**config.mk**
```make
export PLATFORM = sky130hd
export DESIGN_NAME = token_client_requester
export DESIGN_NICKNAME = d
export VERILOG_FILES = /design/src/rtl/token_client_requester_pkg.sv /design/src/rtl/token_client_requester_job_fifo.sv /design/src/rtl/token_client_requester.sv
export SDC_FILE = /design/constraint.sdc
export NUM_CORES = 1
export LEC_CHECK = 0
export ABC_AREA = 1
export BUFFER_PORTS_ARGS = -buffer_cell sky130_fd_sc_hd__buf_2
export CORE_ASPECT_RATIO = 0.75
export CORE_MARGIN = 4
export CORE_UTILIZATION = 45
export CTS_BUF_LIST = sky130_fd_sc_hd__clkbuf_16
export DETAILED_ROUTE_END_ITERATION = 16
export PLACE_DENSITY = 0.63
export REMOVE_ABC_BUFFERS = 1
export SETUP_SLACK_MARGIN = 0.05
export SLEW_MARGIN = 20
export SYNTH_ARGS = -nofsm -noshare
export SYNTH_HDL_FRONTEND = slang
export SYNTH_SLANG_ARGS = --single-unit
```
**constraint.sdc**
```tcl
create_clock -name clk -period 2.9 [get_ports clk]
set_clock_uncertainty 0.15 [all_clocks]
set_input_delay 0 -clock clk [delete_from_list [all_inputs] [get_ports clk]]
set_output_delay 0 -clock clk [all_outputs]
set_load 0.005 [all_outputs]
```
**src/rtl/token_client_requester_pkg.sv**
```systemverilog
// Shared encodings for the token-ring fabric and the client requester FSM.
`default_nettype none

package token_client_requester_pkg;

  typedef enum logic [1:0] {
    RING_A = 2'd0,
    RING_B = 2'd1,
    RING_C = 2'd2,
    RING_X = 2'd3
  } ring_sel_e;

  typedef enum logic [1:0] {
    CTRL_IDLE  = 2'd0,
    CTRL_READY = 2'd1,
    CTRL_BUSY  = 2'd2
  } ctrl_state_e;

  typedef enum logic [1:0] {
    CLI_NO_REQ     = 2'd0,
    CLI_REQ        = 2'd1,
    CLI_HAVE_TOKEN = 2'd2
  } client_state_e;

  typedef enum logic [1:0] {
    S_IDLE    = 2'd0,
    S_REQ     = 2'd1,
    S_HOLD    = 2'd2,
    S_RELEASE = 2'd3
  } req_state_e;

endpackage

`default_nettype wire

```
**src/rtl/token_client_requester_job_fifo.sv**
```systemverilog
// DEPTH x W synchronous FIFO holding pending job lengths; head is visible on dout.
`default_nettype none

module token_client_requester_job_fifo #(
  parameter int DEPTH = 4,
  parameter int W     = 4
) (
  input  logic         clk,
  input  logic         rst,
  input  logic         push,
  input  logic [W-1:0] din,
  input  logic         pop,
  output logic [W-1:0] dout,
  output logic         full,
  output logic         empty
);
  localparam int AW = $clog2(DEPTH);

  logic [W-1:0] mem [DEPTH];
  logic [AW:0]  wr_ptr;
  logic [AW:0]  rd_ptr;
  logic         do_push;
  logic         do_pop;

  assign do_push = push && !full;
  assign do_pop  = pop && !empty;

  // Extra pointer bit distinguishes full from empty when the indices match.
  assign empty = (wr_ptr == rd_ptr);
  assign full  = (wr_ptr[AW] != rd_ptr[AW]) && (wr_ptr[AW-1:0] == rd_ptr[AW-1:0]);
  assign dout  = mem[rd_ptr[AW-1:0]];

  always_ff @(posedge clk) begin
    if (rst) begin
      wr_ptr <= '0;
      rd_ptr <= '0;
    end else begin
      if (do_push) wr_ptr <= wr_ptr + (AW+1)'(1);
      if (do_pop)  rd_ptr <= rd_ptr + (AW+1)'(1);
    end
  end

  always_ff @(posedge clk) begin
    if (do_push) mem[wr_ptr[AW-1:0]] <= din;
  end

endmodule

`default_nettype wire

```
**src/rtl/token_client_requester.sv**
```systemverilog
// Client requester: queues jobs and runs the 4-phase req/ack handshake for each one.
`default_nettype none

module token_client_requester
  import token_client_requester_pkg::*;
#(
  parameter int LEN_W = 4,
  parameter int DEPTH = 4,
  parameter int TMO   = 64
) (
  input  logic             clk,
  input  logic             rst,
  input  logic             job_valid,
  input  logic [LEN_W-1:0] job_len,
  output logic             job_ready,
  output logic             req,
  input  logic             ack,
  output logic             beat_valid,
  output logic             beat_last,
  output logic             done,
  output logic             busy,
  output logic             timeout_err,
  output logic             proto_err
);
  localparam int TW = $clog2(TMO + 1);

  req_state_e       state;
  logic [LEN_W-1:0] beat_cnt;
  logic [TW-1:0]    tmo_cnt;
  logic [LEN_W-1:0] head_len;
  logic             full;
  logic             empty;
  logic             pop;

  assign pop        = (state == S_IDLE) && !empty;
  assign job_ready  = !full;
  assign beat_valid = (state == S_HOLD);
  assign beat_last  = beat_valid && (beat_cnt == LEN_W'(1));
  assign busy       = (state != S_IDLE) || !empty;

  token_client_requester_job_fifo #(
    .DEPTH (DEPTH),
    .W     (LEN_W)
  ) u_job_fifo (
    .clk   (clk),
    .rst   (rst),
    .push  (job_valid),
    .din   (job_len),
    .pop   (pop),
    .dout  (head_len),
    .full  (full),
    .empty (empty)
  );

  always_ff @(posedge clk) begin
    if (rst) begin
      state       <= S_IDLE;
      req         <= 1'b0;
      done        <= 1'b0;
      timeout_err <= 1'b0;
      proto_err   <= 1'b0;
      beat_cnt    <= '0;
      tmo_cnt     <= '0;
    end else begin
      done <= 1'b0;
      case (state)
        S_IDLE: begin
          // A zero-length head is popped and dropped without a handshake.
          if (!empty && head_len != '0) begin
            beat_cnt <= head_len;
            tmo_cnt  <= '0;
            req      <= 1'b1;
            state    <= S_REQ;
          end
        end
        S_REQ: begin
          if (ack) begin
            state <= S_HOLD;
          end else if (tmo_cnt != TW'(TMO)) begin
            tmo_cnt <= tmo_cnt + TW'(1);
            if (tmo_cnt == TW'(TMO - 1)) timeout_err <= 1'b1;
          end
        end
        S_HOLD: begin
          if (!ack) begin
            proto_err <= 1'b1;
            req       <= 1'b0;
            beat_cnt  <= '0;
            state     <= S_RELEASE;
          end else if (beat_cnt == LEN_W'(1)) begin
            req      <= 1'b0;
            beat_cnt <= '0;
            state    <= S_RELEASE;
          end else begin
            beat_cnt <= beat_cnt - LEN_W'(1);
          end
        end
        S_RELEASE: begin
          if (!ack) begin
            done  <= 1'b1;
            state <= S_IDLE;
          end
        end
        default: state <= S_IDLE;
      endcase
    end
  end

endmodule

`default_nettype wire

```
Word level (Yosys, flattened, before mapping) --
Memory sizes are Yosys's and may differ from the RTL's. A register that Yosys moved wholly into a read port is not among the register bits. Index checks and enable logic that the tools add are counted.
Operators by class: $add $sub $neg 4, multiply operators 0, divide/modulo/power cells 0, order comparisons 0, equality and inequality tests 15, shift operators 0, mux-type cells 23, bitwise logic cells 2, reductions and logical operators 21
Operators by type and width (count):
- 2-to-1 mux 7 bit | 3
- 2-to-1 mux 2 bit | 7
- case mux 7 bit (2 select lines) | 1
- 2-to-1 mux 4 bit | 3
- AND reduction 4 bit | 3
- != test 2 bit, second input constant | 4
- case mux 2 bit (4 select lines) | 1
- case mux 4 bit (2 select lines) | 1
- adder 7 x 1 -> 7 bit, second input constant | 1
- == test 7 x 6 -> 1 bit, second input constant | 1
- != test 7 bit, second input constant | 1
- adder 3 x 1 -> 3 bit, second input constant | 2
- logical AND 1 bit | 6
- 2-to-1 mux 1 bit | 6
- nonzero test 2 bit | 3
- == test 2 bit, second input constant | 2
- == test 4 x 1 -> 1 bit, second input constant | 1
- AND reduction 2 bit | 2
- nonzero test 4 bit | 1
- subtractor 4 x 1 -> 4 bit, second input constant | 1
- == test 3 bit | 1
- != test 3 x 2 -> 1 bit, second input constant | 1
- AND reduction 3 bit | 1
- == test 2 x 1 -> 1 bit, second input constant | 1
- 9 further kinds | 11
Word-level totals: bits in registers 23, latch bits 0, memory bits (writable) 16, bits in read-only memories 0, input bits 8, output and inout bits 8, memories kept 1
Memories:
- u_job_fifo.mem | depth 4, width 4, read ports 1, clocked after memory_dff 1, write ports 1, RTL line token_client_requester_job_fifo.sv:19 | logic [W-1:0] mem [DEPTH];

Longest topological paths before layout --
Gate-level depths: netlist (run 1).
depth after elaboration 6, mapped depth 13

Hierarchy --
From an unflattened synthesis (run 1), not the netlist that was laid out.
Unflattened totals: cells, all modules 285, area, all modules 2183.3 µm²
By module, submodules not included:
- token_client_requester_job_fifo | instances 1, cells an instance 115, area an instance 1114.8 µm², sequential area each 640.6 µm²
- token_client_requester | instances 1, cells an instance 170, area an instance 1068.5 µm², sequential area each 340.3 µm²

Least setup slack after synthesis (run 1) --
Ideal clock, no wire load.
kind reg-to-reg, start reg state[1], end reg tmo_cnt[6], setup time 0.128 ns, arrival time 1.418 ns, required time 2.622 ns, setup slack 1.205 ns, stages on the path, launching flop included 10, path buffers 0, clock period less this slack 1.695 ns, path through dfxtp_1 inv_1 ha_1 inv_1 nor2_1 o21ai_0 nand2_1 nand3_4 o21ai_0 nor2_1
On the way: longest elaborated chain between the ends 3
Ends and longest elaborated chain:
- from (decl) | RTL line token_client_requester.sv:27 | req_state_e state;
- from (signal assigned) | RTL line token_client_requester.sv:57 | state <= S_IDLE;
- from (signal assigned) | RTL line token_client_requester.sv:73 | state <= S_REQ;
- from (signal assigned) | RTL line token_client_requester.sv:78 | state <= S_HOLD;
- == test 2 x 1 -> 1 bit or logical NOT 2 bit (tied branches) | RTL line token_client_requester.sv:66 | case (state)
- != test 2 bit (no line), or another cell as far along
- AND reduction 4 bit (no line)
- to (signal assigned) | RTL line token_client_requester.sv:80 | tmo_cnt <= tmo_cnt + TW'(1);
- to (decl) | RTL line token_client_requester.sv:29 | logic [TW-1:0] tmo_cnt;
Several ways; a longest one is shown, not always the timed one. A chain may end at the register's enable or synchronous reset.

Final worst setup path (run 1) --
Ends and elaborated chain as after synthesis.

==> flow_summary.ini, run 1 <==
[critical_path]
arrival_ns = 1.97
crit_path_max_incr_delay_ns = 0.34
cp-end-kind = flip-flop
crit_fanout = 8
worstPathCellList = inv_1 > ha_1 > inv_1 > nor2_1 > o21ai_0 > nand2_1 > nand3_4 > o21ai_0 > nor2_1
path_class = flip-flop to flip-flop
r2r_slack_ns = 0.95
ff2ff_path_depth = 9
worstReg2RegEnd = tmo_cnt[6]
startpoint_type = flip-flop
cpMaxStageDelayCell = dfxtp_1
required_ns = 2.92
r2r-start = state[1]

[power]
seqPwrFrac_pct = 35.2
power_leakage_nw = 1.04
power.share.clock_pct = 25.0
combinationalPowerShare_pct = 39.8
p_per_area_nw_per_um2 = 906
p_sw_mw = 0.888
power_mw = 2.22
p_int_mw = 1.33
vdd_drop_max_uv = 448
swShare_pct = 40.0

[timing]
slew_viol_final = 0
max_freq_mhz = 513
min_period_ns = 1.95
setup_violations = 0
tns_ns = 0
finalCritPeriodShare_pct = 67.3
slew_headroom_pct = 67.5
worst_slew_pin_slew_ns = 0.486
finalHoldViolations = 0
rsz0062_at_grt = false

[floorplanning]
dieWidth_um = 87.0
die_h_um = 67.3
core_area_um2 = 4490
rows = 21
io_pins = 16
design.die.area_um2 = 5860
start_util_pct = 46.9

[clock_tree]
cts.sinks = 41
postCtsHoldBufs = 8
cts_tree = yes
clk_path_buf_depth = 2
htree_levels = 2
post_cts_buffers = 0
cts_resized = 0
root_buffer = clkbuf_16
numCtsBuffers = 5
worstSkewPairLatency_ns = 0.29
clkTransAtPathRegs_ns = 0.06

[layout]
n_fill_cell = 426
antennaDiodeCount = 0
syn_to_final_growth_pct = 16.1
multi_input_comb_area_um2 = 981
nNetsFinal = 299
seqCellArea_um2 = 981
drive_gt1_share_pct = 14.4
fin_area_um2 = 2450

[logic_synthesis]
synth_top_area_share_pct = 23.7
ys_top_cells_by_count = 55 x nand2_1, 28 x nor2_1, 25 x dfxtp_1, 25 x inv_1, 24 x nand3_1
synth_top_cell_by_area = dfxtp_1
synthTopCellsByArea = dfxtp_1 24%, edfxtp_1 23%, nand2_1 9.8%
synth-async-reset-ratio_pct = 0
synth_edf_count = 16
yosysWarnings = 0
ys_seq_area_share_pct = 46.5
synth_area_um2 = 2110
synthFlopType = dfxtp_1
avgSynthCellArea_um2 = 8.37
synth.distinct_cells = 31
synth_seq_cells = 41
yosysMostFrequentCell = nand2_1
synth_cells = 252

[grt]
grt_pass1_vias = 1563
grt_pass1_wl_um = 7230
grt_max_degree = 15
antenna_found_initial = 0
grt_use_total_pct = 16.2
grt.overflow.total = 0

[route]
drtPass1Iterations = 4
drtIter0Drc = 85
via_per_inst = 4.90
post-route-drc-count = 0
dr_total_vias = 1643
wl_per_cell_um = 12.2
ant_nets = 0
wl_um = 4080

[placed_design]
detailed_place.area_um2 = 2220
numPortBuffers = 15
globalplace.congestion = 0.888
dpl.hpwl_um = 3010

[hold_path]
holdPathEnd = u_job_fifo.mem[1][0]
hold_start = job_len[0]
whs_path_depth = 2
min_path_type = primary input to flip-flop

[run]
max_cap_violations = 0

[status]
run_status = finished clean
## power by group through the flow
stage	Sequential (mW)	Clock [mW]	Combinational (mW)
3_5_place_dp	0.793	0	0.869
5_1_grt	0.797	0.591	1.03
4_1_cts	0.781	0.571	0.880
2_1_floorplan	0.773	0	0.687
3_3_place_gp	0.792	0	0.857
6_report	0.781	0.554	0.882
## cells by family after synthesis
family          Yosys count  synth area share, %
flops                    41                 46.5
compound gates           36                 9.97
xor+xnor                  5                 2.08
simple gates            122                 26.2
buf+inv                  34                 6.94
fa+ha+maj                14                 8.31
## cells in the final DEF (no fill, tap or decap)
| cell type | count |
|---|---|
| a31oi_1 | 1 |
| o21ai_0 | 9 |
| inv_2 | 2 |
| clkinv_2 | 1 |
| o2111ai_1 | 1 |
| nand2_2 | 5 |
| and2_1 | 1 |
| nor2_1 | 28 |
| nand3_1 | 24 |
| o21ba_2 | 1 |
| a21oi_1 | 18 |
| xnor2_1 | 3 |
| nand2_4 | 2 |
| nor2_2 | 2 |
| nor2_4 | 1 |
| clkinvlp_4 | 1 |
| o22ai_1 | 4 |
| dlygate4sd3_1 | 8 |
| a31o_2 | 1 |
| clkinv_1 | 1 |
| ha_1 | 14 |
| xor2_1 | 2 |
| nand4_1 | 3 |
| o21ai_4 | 1 |
| edfxtp_1 | 16 |
| inv_1 | 25 |
| inv_6 | 2 |
| nand2_1 | 55 |
| dfxtp_1 | 25 |
| buf_2 | 15 |
| nand3_4 | 1 |
| clkbuf_16 | 5 |
## critical path: cells and delay by family, from the launching register on
family	cells	cell delay [ns]
AOI/OAI and AO/OA	2	0.30
adders and majority gates	1	0.22
buffers and inverters	2	0.22
DFF	1	0.34
and+or+nand+nor	4	0.62
## through the flow
stage	hold WS [ns]	std cells	util [%]	setup slack (ns)
final	0.304	335	54.5	0.950
after global placement	0.0741	319	49.5	1.05
after detailed placement	0.0690	319	49.5	0.974
after floorplan	-0.0809	247	-	1.22
after global routing	0.327	335	54.5	0.737
after CTS	0.298	335	54.5	0.960
## layout make-up
cell class	instances	share of cell area [%]
flip-flops and latches	41	40.1
multi-input cells	177	40.1
repair buffers	23	6.34
clock buffers	5	5.11
inverters	29	4.65
well taps	57	2.91
clock inverters	3	0.869
## flip-flops by register name (all words and copies together), names as in the netlist, named ones only
register and flops:
u_job_fifo.mem 16, tmo_cnt 7, beat_cnt 4, u_job_fifo.rd_ptr 3, u_job_fifo.wr_ptr 3, state 2, done 1, proto_err 1
req 1, timeout_err 1
## worst max-delay path by stage
| stage | from | to | slack, ns |
|---|---|---|---|
| 6_report | state[1] | tmo_cnt[6] | 0.95 |
| 5_1_grt | state[1] | tmo_cnt[6] | 0.74 |
| 4_1_cts | state[1] | tmo_cnt[6] | 0.96 |
| 3_5_place_dp | state[1] | tmo_cnt[6] | 0.97 |
| 3_3_place_gp | state[0] | tmo_cnt[6] | 1.05 |
| 2_1_floorplan | state[1] | tmo_cnt[6] | 1.22 |
## per-layer routing
metal  GRT usage [%]  share of wire, %  up-vias  wire (um)
li1                -                 -      876          -
met1            22.6                53      727       2160
met2            23.2                41       35       1670
met3            5.24               4.8        5        197
met4            5.84               1.2        0         48
met5               0                 0        -          0
No activity file was read; power rests on OpenSTA's default activity.
==> inputs of run 2 (changes only) <==
--- a/config.mk
+++ b/config.mk
@@ -12,7 +12,7 @@
 export CORE_UTILIZATION = 45
 export CTS_BUF_LIST = sky130_fd_sc_hd__clkbuf_16
 export DETAILED_ROUTE_END_ITERATION = 16
-export PLACE_DENSITY = 0.63
+export PLACE_DENSITY = 0.65
 export REMOVE_ABC_BUFFERS = 1
 export SETUP_SLACK_MARGIN = 0.05
 export SLEW_MARGIN = 20
==> constraint.sdc (replaced) <==
create_clock -name clk -period 1.6 [get_ports clk]
set_clock_uncertainty 0.15 [all_clocks]
set_input_delay 0 -clock clk [delete_from_list [all_inputs] [get_ports clk]]
set_output_delay 0 -clock clk [all_outputs]
set_load 0.005 [all_outputs]
==> run 2 against run 1 <==
Net effect:
- the flow now finishes with violations (negative setup slack)
- hold slack better by 0.0070 ns
- utilization grew 12 points
- global-route usage up 0.68 points
- critical path depth grew 3
- critical path type unchanged
- largest cell class is now multi-input combinational cells
==> flow_summary.ini, run 2 (synthesis results as in run 1) <==
[route]
wl_um = 4840
drtPass1Iterations = 5
dr_total_vias = 1868
wl_met2_um = 2200
top_layer_used = met4
wl_met3_um = 227
wl_per_cell_um = 13.1
ant_nets = 0
drtIter0Drc = 151
post-route-drc-count = 0
via_per_inst = 5.05
met1Wirelength_um = 2330

[clock_tree]
cts.sinks = 41
root_buffer = clkbuf_16
numCtsBuffers = 5
htree_levels = 2
cts_tree = yes
clk_path_buf_depth = 2
clkTransAtPathRegs_ns = 0.06
worstSkewPairLatency_ns = 0.28

[power]
p_per_area_nw_per_um2 = 1660
vdd_drop_max_uv = 797
power_leakage_nw = 1.29

[floorplanning]
core_area_um2 = 4490
design.die.area_um2 = 5860
dieWidth_um = 87.0
io_pins = 16
start_util_pct = 46.9
rows = 21
die_h_um = 67.3

[grt]
grt_use_total_pct = 16.8
grt_max_degree = 16
grt.overflow.total = 0
grt_pass1_wl_um = 7470
grt_pass1_vias = 1634
antenna_found_initial = 0

[layout]
antennaDiodeCount = 0
layout_common_cells = 41 x nand2_1, 26 x buf_4, 25 x inv_1, 22 x nor2_1, 18 x dfxtp_1
syn_to_final_growth_pct = 42.0
nNetsFinal = 334
fin_cells = 370
final_common_cell = nand2_1
fin_util_pct = 66.6
largest_reg_flops = 16
fin_area_um2 = 2990
drive_gt1_share_pct = 38.3

[placed_design]
detailed_place.area_um2 = 2450
globalplace.congestion = 0.911
dpl.hpwl_um = 3240
numPortBuffers = 15
dp.cells = 346

[critical_path]
path_class = flip-flop to flip-flop
crit_fanout = 8
cp-end-kind = flip-flop
required_ns = 1.63
arrival_ns = 1.74
startpoint_type = flip-flop

[hold_path]
min_path_type = flip-flop to flip-flop

[timing]
worst_slew_pin_slew_ns = 0.395
min_period_ns = 1.71
finalCritPeriodShare_pct = 107
setup_violations = 15
max_freq_mhz = 584
slew_headroom_pct = 73.5
rsz0062_at_grt = true
setup_slack_ns = -0.114
whs_ns = 0.311
finalHoldViolations = 0
slew_viol_final = 0

[run]
max_cap_violations = 0

[status]
run_status = complete, but fails checks
violations = negative setup slack
-- run 2: changes by cell type in the layout (fill, tap and decap cells not counted), moves of 3 or more --
cell and change:
nand3_2 +8, nand3_1 -8, dfxtp_1 -7, dfxtp_2 +4, nand2_1 -14, nand2_4 +3, nor2_1 -6, nor2_4 +4
o21ai_2 +3, nand2_2 +11, buf_6 +7, dfxtp_4 +3, buf_4 +26
-- run 2: path summary, 6_finish.rpt --
path	startpoint	endpoint	slack, ns	cells past startpoint
worst max-delay path	flip-flop	tmo_cnt[6]	-0.11	12
worst min-delay path	req	req	0.31	2
worst max register to register	flip-flop	tmo_cnt[6]	-0.11	12
worst min register to register	req	req	0.31	2
-- run 2: timing repair --
item | CTS | global route
hold buffers | 7 | 0
endpoints found under the setup margin | 31 | 34
buffers inserted | 2 | 5
pin swaps | 9 | 17
gates resized for setup | 23 | 43
cloned | 0 | 2
hold endpoints to repair | 35 | 0
-- run 2: layout make-up --
| type | instances | area [um^2] |
|---|---|---|
| clock buffer | 5 | 125 |
| clock inverter | 3 | 25.0 |
| fill | 356 | 1500 |
| inverter | 29 | 116 |
| multi-input combinational | 178 | 1180 |
| sequential | 41 | 997 |
| tap | 57 | 71.3 |
| timing repair buffer | 57 | 479 |
-- run 2: worst max-delay path: stages (launching register included) --
cell and delay [ns]:
dfxtp_4 0.38, buf_12 0.12, inv_8 0.04, nand2_1 0.07, nand3_1 0.09, nand2_2 0.09, nand2_2 0.07, nor2_4 0.17
nand2_4 0.11, nand3_4 0.15, nand2_2 0.07, o21ai_2 0.05, nor2_1 0.04
-- run 2: per-layer routing --
layer	up-vias	track usage, %
met2	40	25.5
met1	868	22.7
met3	8	4.39
li1	952	-
met4	0	7.39
met5	-	0
-- run 2: power breakdown --
| part | leakage (nW) | switching [mW] | total [mW] | internal [mW] |
|---|---|---|---|---|
| logic | 0.859 | 1.35 | 2.53 | 1.17 |
| registers | 0.355 | 0.137 | 1.41 | 1.27 |
| clock network | 0.0704 | 0.436 | 1.02 | 0.586 |
-- run 2: through the flow --
stage,power [mW],setup TNS [ns],setup WS (ns)
2_1_floorplan,2.65,-0.146,-0.0833
3_3_place_gp,3.33,-0.158,-0.0443
3_5_place_dp,3.36,-0.348,-0.0460
4_1_cts,4.62,-0.114,-0.0389
5_1_grt,5.31,-2.55,-0.213
6_report,4.96,-1.10,-0.114
